--- config.mk ---
export PLATFORM = sky130hd
export DESIGN_NAME = counter_pulse_source
export DESIGN_NICKNAME = d
export VERILOG_FILES = /design/src/rtl/counter_pulse_source.sv
export SDC_FILE = /design/constraint.sdc
export NUM_CORES = 1
export LEC_CHECK = 0
export ABC_CLOCK_PERIOD_IN_PS = 4300
export BUFFER_PORTS_ARGS = -buffer_cell sky130_fd_sc_hd__buf_2
export CELL_PAD_IN_SITES_DETAIL_PLACEMENT = 1
export CELL_PAD_IN_SITES_GLOBAL_PLACEMENT = 1
export CORE_MARGIN = 5
export CORE_UTILIZATION = 45
export DETAILED_ROUTE_END_ITERATION = 8
export HOLD_SLACK_MARGIN = 0.08
export PLACE_DENSITY_LB_ADDON = 0.1
export SETUP_SLACK_MARGIN = 0.1
export SLEW_MARGIN = 40
export SYNTH_ARGS = -nofsm -noshare
export SYNTH_HDL_FRONTEND = slang
export SYNTH_SLANG_ARGS = --single-unit
--- constraint.sdc ---
create_clock -name CLOCK -period 4.3 [get_ports CLOCK]
set_input_delay 0.645 -clock CLOCK [delete_from_list [all_inputs] [get_ports CLOCK]]
set_output_delay 0.645 -clock CLOCK [all_outputs]
set_load 0.02 [all_outputs]
--- src/rtl/counter_pulse_source.sv ---
// Plant-side requester for the counter-increment interface: accumulates +/-1 pulses, issues PINC/MINC (or PCDU/MCDU).
// Optional macro COUNTER_PULSE_SOURCE_COUNT_EN adds the 16-bit SERVICED completion counter.
module counter_pulse_source #(
  parameter int ACC_W    = 8,
  parameter int CDU_MODE = 0,
  parameter int TIMEOUT  = 64
) (
  input  logic             CLOCK,
  input  logic             rst,
  input  logic             UP_PULSE,
  input  logic             DN_PULSE,
  input  logic             INKL,
  input  logic             GOJAM,
  output logic             PINC,
  output logic             MINC,
  output logic             PCDU,
  output logic             MCDU,
  output logic [ACC_W-1:0] BACKLOG,
  output logic             OVF,
  output logic             STALL
`ifdef COUNTER_PULSE_SOURCE_COUNT_EN
  , output logic [15:0]    SERVICED
`endif
);

  localparam int TW = (TIMEOUT > 1) ? $clog2(TIMEOUT) : 1;
  localparam logic signed [ACC_W+1:0] ONE  = {{(ACC_W+1){1'b0}}, 1'b1};
  localparam logic signed [ACC_W+1:0] MAXV = {3'b000, {(ACC_W-1){1'b1}}};
  localparam logic signed [ACC_W+1:0] MINV = {3'b111, {(ACC_W-1){1'b0}}};

  typedef enum logic [1:0] {IDLE, REQ, SERV, GAP} state_t;

  state_t                   state, state_n;
  logic                     dir_plus, dir_plus_n;
  logic [TW-1:0]            tcnt, tcnt_n;
  logic                     stall_n;
  logic                     done;
  logic                     plus_q, minus_q, plus_n, minus_n;
  logic signed [ACC_W-1:0]  acc, acc_n;
  logic signed [ACC_W+1:0]  sum;
  logic                     sat;

  always_comb begin
    state_n    = state;
    dir_plus_n = dir_plus;
    tcnt_n     = tcnt;
    stall_n    = STALL;
    done       = 1'b0;
    if (GOJAM) begin
      state_n = IDLE;
      tcnt_n  = '0;
    end else begin
      case (state)
        IDLE: if (acc != '0) begin
          state_n    = REQ;
          dir_plus_n = ~acc[ACC_W-1];
          tcnt_n     = '0;
        end
        REQ: if (INKL) begin
          state_n = SERV;
          tcnt_n  = '0;
        end else if (tcnt == TW'(TIMEOUT - 1)) begin
          stall_n = 1'b1;
        end else begin
          tcnt_n = tcnt + TW'(1);
        end
        SERV: if (!INKL) begin
          done    = 1'b1;
          state_n = GAP;
        end
        GAP: state_n = IDLE;
        default: state_n = IDLE;
      endcase
    end
    // Requests are registered from the next state so they appear with the state change.
    plus_n  = ((state_n == REQ) || (state_n == SERV)) &&  dir_plus_n;
    minus_n = ((state_n == REQ) || (state_n == SERV)) && !dir_plus_n;
  end

  always_comb begin
    sum = {{2{acc[ACC_W-1]}}, acc};
    if (UP_PULSE) sum = sum + ONE;
    if (DN_PULSE) sum = sum - ONE;
    if (done)     sum = dir_plus ? (sum - ONE) : (sum + ONE);
    sat   = 1'b0;
    acc_n = sum[ACC_W-1:0];
    if (sum > MAXV) begin
      acc_n = MAXV[ACC_W-1:0];
      sat   = 1'b1;
    end else if (sum < MINV) begin
      acc_n = MINV[ACC_W-1:0];
      sat   = 1'b1;
    end
  end

  always_ff @(posedge CLOCK or posedge rst) begin
    if (rst) begin
      state    <= IDLE;
      dir_plus <= 1'b0;
      tcnt     <= '0;
      plus_q   <= 1'b0;
      minus_q  <= 1'b0;
      acc      <= '0;
      OVF      <= 1'b0;
      STALL    <= 1'b0;
    end else begin
      state    <= state_n;
      dir_plus <= dir_plus_n;
      tcnt     <= tcnt_n;
      plus_q   <= plus_n;
      minus_q  <= minus_n;
      acc      <= acc_n;
      OVF      <= OVF | sat;
      STALL    <= stall_n;
    end
  end

`ifdef COUNTER_PULSE_SOURCE_COUNT_EN
  always_ff @(posedge CLOCK or posedge rst) begin
    if (rst)       SERVICED <= '0;
    else if (done) SERVICED <= SERVICED + 16'd1;
  end
`endif

  assign BACKLOG = acc;
  assign PINC    = (CDU_MODE == 0) && plus_q;
  assign MINC    = (CDU_MODE == 0) && minus_q;
  assign PCDU    = (CDU_MODE != 0) && plus_q;
  assign MCDU    = (CDU_MODE != 0) && minus_q;

endmodule

==> results.yml <==
outcome:
  outcome: "finished clean"
die:
  initial_utilization_pct: 47.21
  die_height_um: 75.48
  die_area_um2: 5697
  pin_count: 20
  floorplan.rows: 23
  chipWidth_um: 75.48
  coreArea_um2: 4086
finish:
  filler_cell_count: 525
  fin_nets: 265
  fin_area_um2: 2145
  area_growth_syn_to_layout_pct: 11.15
  diodes: 0
  drive_gt1_share_pct: 16.33
setup_path:
  critical_path.endpoint_type: "flip-flop"
  regToRegSetupSlack_ns: 0.30
  r2r_end: "OVF"
  ff2ff_path_depth: 16
  worst_ep_arrival_time_ns: 4.14
  worst_r2r_startpoint: "BACKLOG[1]"
  cp-start-kind: "flip-flop"
  worst_setup_path_category: "flip-flop to flip-flop"
  crit_path_max_fanout: 6
  crit_start: "BACKLOG[1]"
  critPathRequiredTime_ns: 4.45
clock_tree:
  cts.htree.levels: 1
  cts.root.buffer_cell: "sky130_fd_sc_hd__clkbuf_8"
  cts_num_sinks: 21
  clock_latency_of_the_later_clocked_register_in_the_worst_skew_pair_ns: 0.26
  cts-buffers-inserted: 3
  tritoncts: "done"
  clk_path_buf_depth: 2
  postCtsSetupRepairBufs: 0
  worst_setup_hold_path_clk_slew_ns: 0.08
detailed_routing:
  num_vias: 1746
  route.detailed.wl_per_inst_um: 17.17
  detail_route.wirelength_um: 5066
  drc: 0
  drtAntennaViolNets: 0
  drt_pass1_iterations: 4
  post_drt_via_cell_ratio: 5.919
  detail_route.iter0.violations: 90
timing:
  tightest_pin_transition_ns: 0.6974
  final_min_period_over_clock_period_pct: 93.00
  min_period_ns: 3.999
  final-hold-violation-count: 0
  final_max_slew_viol_count: 0
  setup_viol: 0
  max_freq_mhz: 250.1
  skew_ns: 0.005321
  rsz0062_at_grt: "no"
  maxSlewHeadroom_pct: 53.25
placement:
  routabilityCongestion: 0.8376
  dpl-instance-area_um2: 2043
  portBuffers: 17
  place.detailed.hpwl_um: 3944
global_route:
  grt.overflow.total: 0
  global_route_wire_length_before_repair_um: 8369
  grt_pass1_vias: 1737
  gr-usage-met1_pct: 27.15
  grt_max_degree: 22
  antenna_found_initial: 0
  grt-busiest-layer: "met2"
  gr-usage-met2_pct: 30.49
  globalRouteTotalUtil_pct: 18.73
  globalRouteMet3Util_pct: 2.375
run:
  max_cap_check_violation_count: 0
synthesis:
  ys_seq_area_share_pct: 27.24
  postSynthCellCount: 231
  dominantRegCellSynth: "sky130_fd_sc_hd__dfrtp_1"
  synth_area_leader_cell: "sky130_fd_sc_hd__dfrtp_1"
  synth.avg_cell_area_um2: 8.352
  biggest_area_contributors_in_the_synthesized_netlist: "sky130_fd_sc_hd__dfrtp_1, sky130_fd_sc_hd__ha_1, sky130_fd_sc_hd__xnor2_1, sky130_fd_sc_hd__o21ai_0, sky130_fd_sc_hd__a21oi_1"
  synth_commonest_cells: "sky130_fd_sc_hd__dfrtp_1, sky130_fd_sc_hd__o21ai_0, sky130_fd_sc_hd__a21oi_1, sky130_fd_sc_hd__nand2_1, sky130_fd_sc_hd__xnor2_1"
  yosys_register_bits: 21
  netlist_area_um2: 1929
  synth-warning-count: 0
  netlist-cell-type-count: 50
  ys_async_sr_fraction_pct: 100.0
  number_of_synthesized_flops_with_an_enable_pin: 0
  yosysTopAreaCellShare_pct: 27.24
min_path:
  min_path_type: "input port to async pin"
==> per-layer routing <==
| metal | share of wire [%] | up-vias |
|---|---|---|
| met5 | 0 | - |
| li1 | - | 856 |
| met2 | 49 | 33 |
| met3 | 4.0 | 2 |
| met1 | 47 | 855 |
| met4 | 0.38 | 0 |
==> critical path, stage by stage (launching register included) <==
cell and delay (ns):
sky130_fd_sc_hd__dfrtp_2 0.43, sky130_fd_sc_hd__inv_1 0.06, sky130_fd_sc_hd__ha_1 0.30, sky130_fd_sc_hd__mux2i_2 0.21, sky130_fd_sc_hd__ha_1 0.20, sky130_fd_sc_hd__and2_1 0.19
sky130_fd_sc_hd__xnor2_1 0.18, sky130_fd_sc_hd__xnor2_2 0.18, sky130_fd_sc_hd__ha_1 0.32, sky130_fd_sc_hd__a21oi_1 0.23, sky130_fd_sc_hd__o221a_4 0.25, sky130_fd_sc_hd__o21ai_4 0.09
sky130_fd_sc_hd__o31ai_4 0.20, sky130_fd_sc_hd__mux2i_2 0.31, sky130_fd_sc_hd__xnor2_2 0.18, sky130_fd_sc_hd__nand3b_4 0.20, sky130_fd_sc_hd__or3b_1 0.35
==> cell families (layout without fill, tap and decap cells) <==
group	after synthesis	after routing	share of synthesized area [%]
compound gates	68	68	23.28
xor+xnor	20	20	9.857
fa+ha+maj	13	13	8.820
buf+inv	23	36	5.447
flops	21	21	27.24
mux	8	8	4.215
other cells	1	2	0.1944
simple gates	77	77	20.95
==> area by class of cell <==
cell class	instances	area, µm²	area share, %
multi-input combinational	188	1356	63.24
sequential	21	526.8	24.56
timing repair buffer	20	107.6	5.017
tap	50	62.56	2.917
inverter	12	45.04	2.100
clock buffer	3	41.29	1.925
clock inverter	1	5.005	0.2334
==> stage by stage <==
step | cells | hold slack [ns] | TNS [ns] | utilization, % | worst slack [ns]
5_1_grt | 295 | 0.4309 | 0 | 52.48 | 0.1175
2_1_floorplan | 232 | 0.4673 | 0 | - | 0.2946
3_5_place_dp | 291 | 0.4470 | -0.2322 | 50.00 | -0.1245
3_3_place_gp | 291 | 0.4474 | 0 | 50.00 | 0.009374
6_report | 295 | 0.3869 | 0 | 52.48 | 0.3010
4_1_cts | 295 | 0.4699 | 0 | 51.32 | 0.1600
==> what timing repair did <==
item,CTS,global route
setup endpoints to repair,6,6
pin swaps,0,2
gates resized for setup,1,9
hold buffers,0,0
cloned,0,0
==> worst max path at each step <==
| stage | end | slack, ns | cells past startpoint |
|---|---|---|---|
| 3_3_place_gp | OVF | 0.009 | 15 |
| 4_1_cts | OVF | 0.16 | 16 |
| 3_5_place_dp | OVF | -0.12 | 15 |
| 5_1_grt | OVF | 0.12 | 16 |
| 6_report | OVF | 0.30 | 16 |
| 2_1_floorplan | OVF | 0.29 | 17 |
==> flip-flops by register name (all words and copies together) (netlist names) <==
register  flops
MINC          1
state         2
OVF           1
STALL         1
PINC          1
dir_plus      1
BACKLOG       8
tcnt          6
==> cells in the final DEF, fill, tap and decap left out, types with 4 or more instances in the layout <==
cell type	Yosys	routed
sky130_fd_sc_hd__nor2_1	16	16
sky130_fd_sc_hd__and2_1	4	4
sky130_fd_sc_hd__buf_2	3	17
sky130_fd_sc_hd__ha_1	12	12
sky130_fd_sc_hd__xnor2_1	17	15
sky130_fd_sc_hd__nor3_1	6	6
sky130_fd_sc_hd__dfrtp_1	21	20
sky130_fd_sc_hd__nand2_1	17	17
sky130_fd_sc_hd__a21oi_1	18	17
sky130_fd_sc_hd__nand3_1	7	7
sky130_fd_sc_hd__inv_1	12	11
sky130_fd_sc_hd__nand2b_1	7	7
sky130_fd_sc_hd__o21ai_0	21	20
sky130_fd_sc_hd__mux2i_1	7	5
sky130_fd_sc_hd__or3_1	4	4
sky130_fd_sc_hd__o22ai_1	4	4
Power is left out: the tool's default activity adds up to more than one toggle a clock period on the data nets, which glitch-free logic cannot reach.
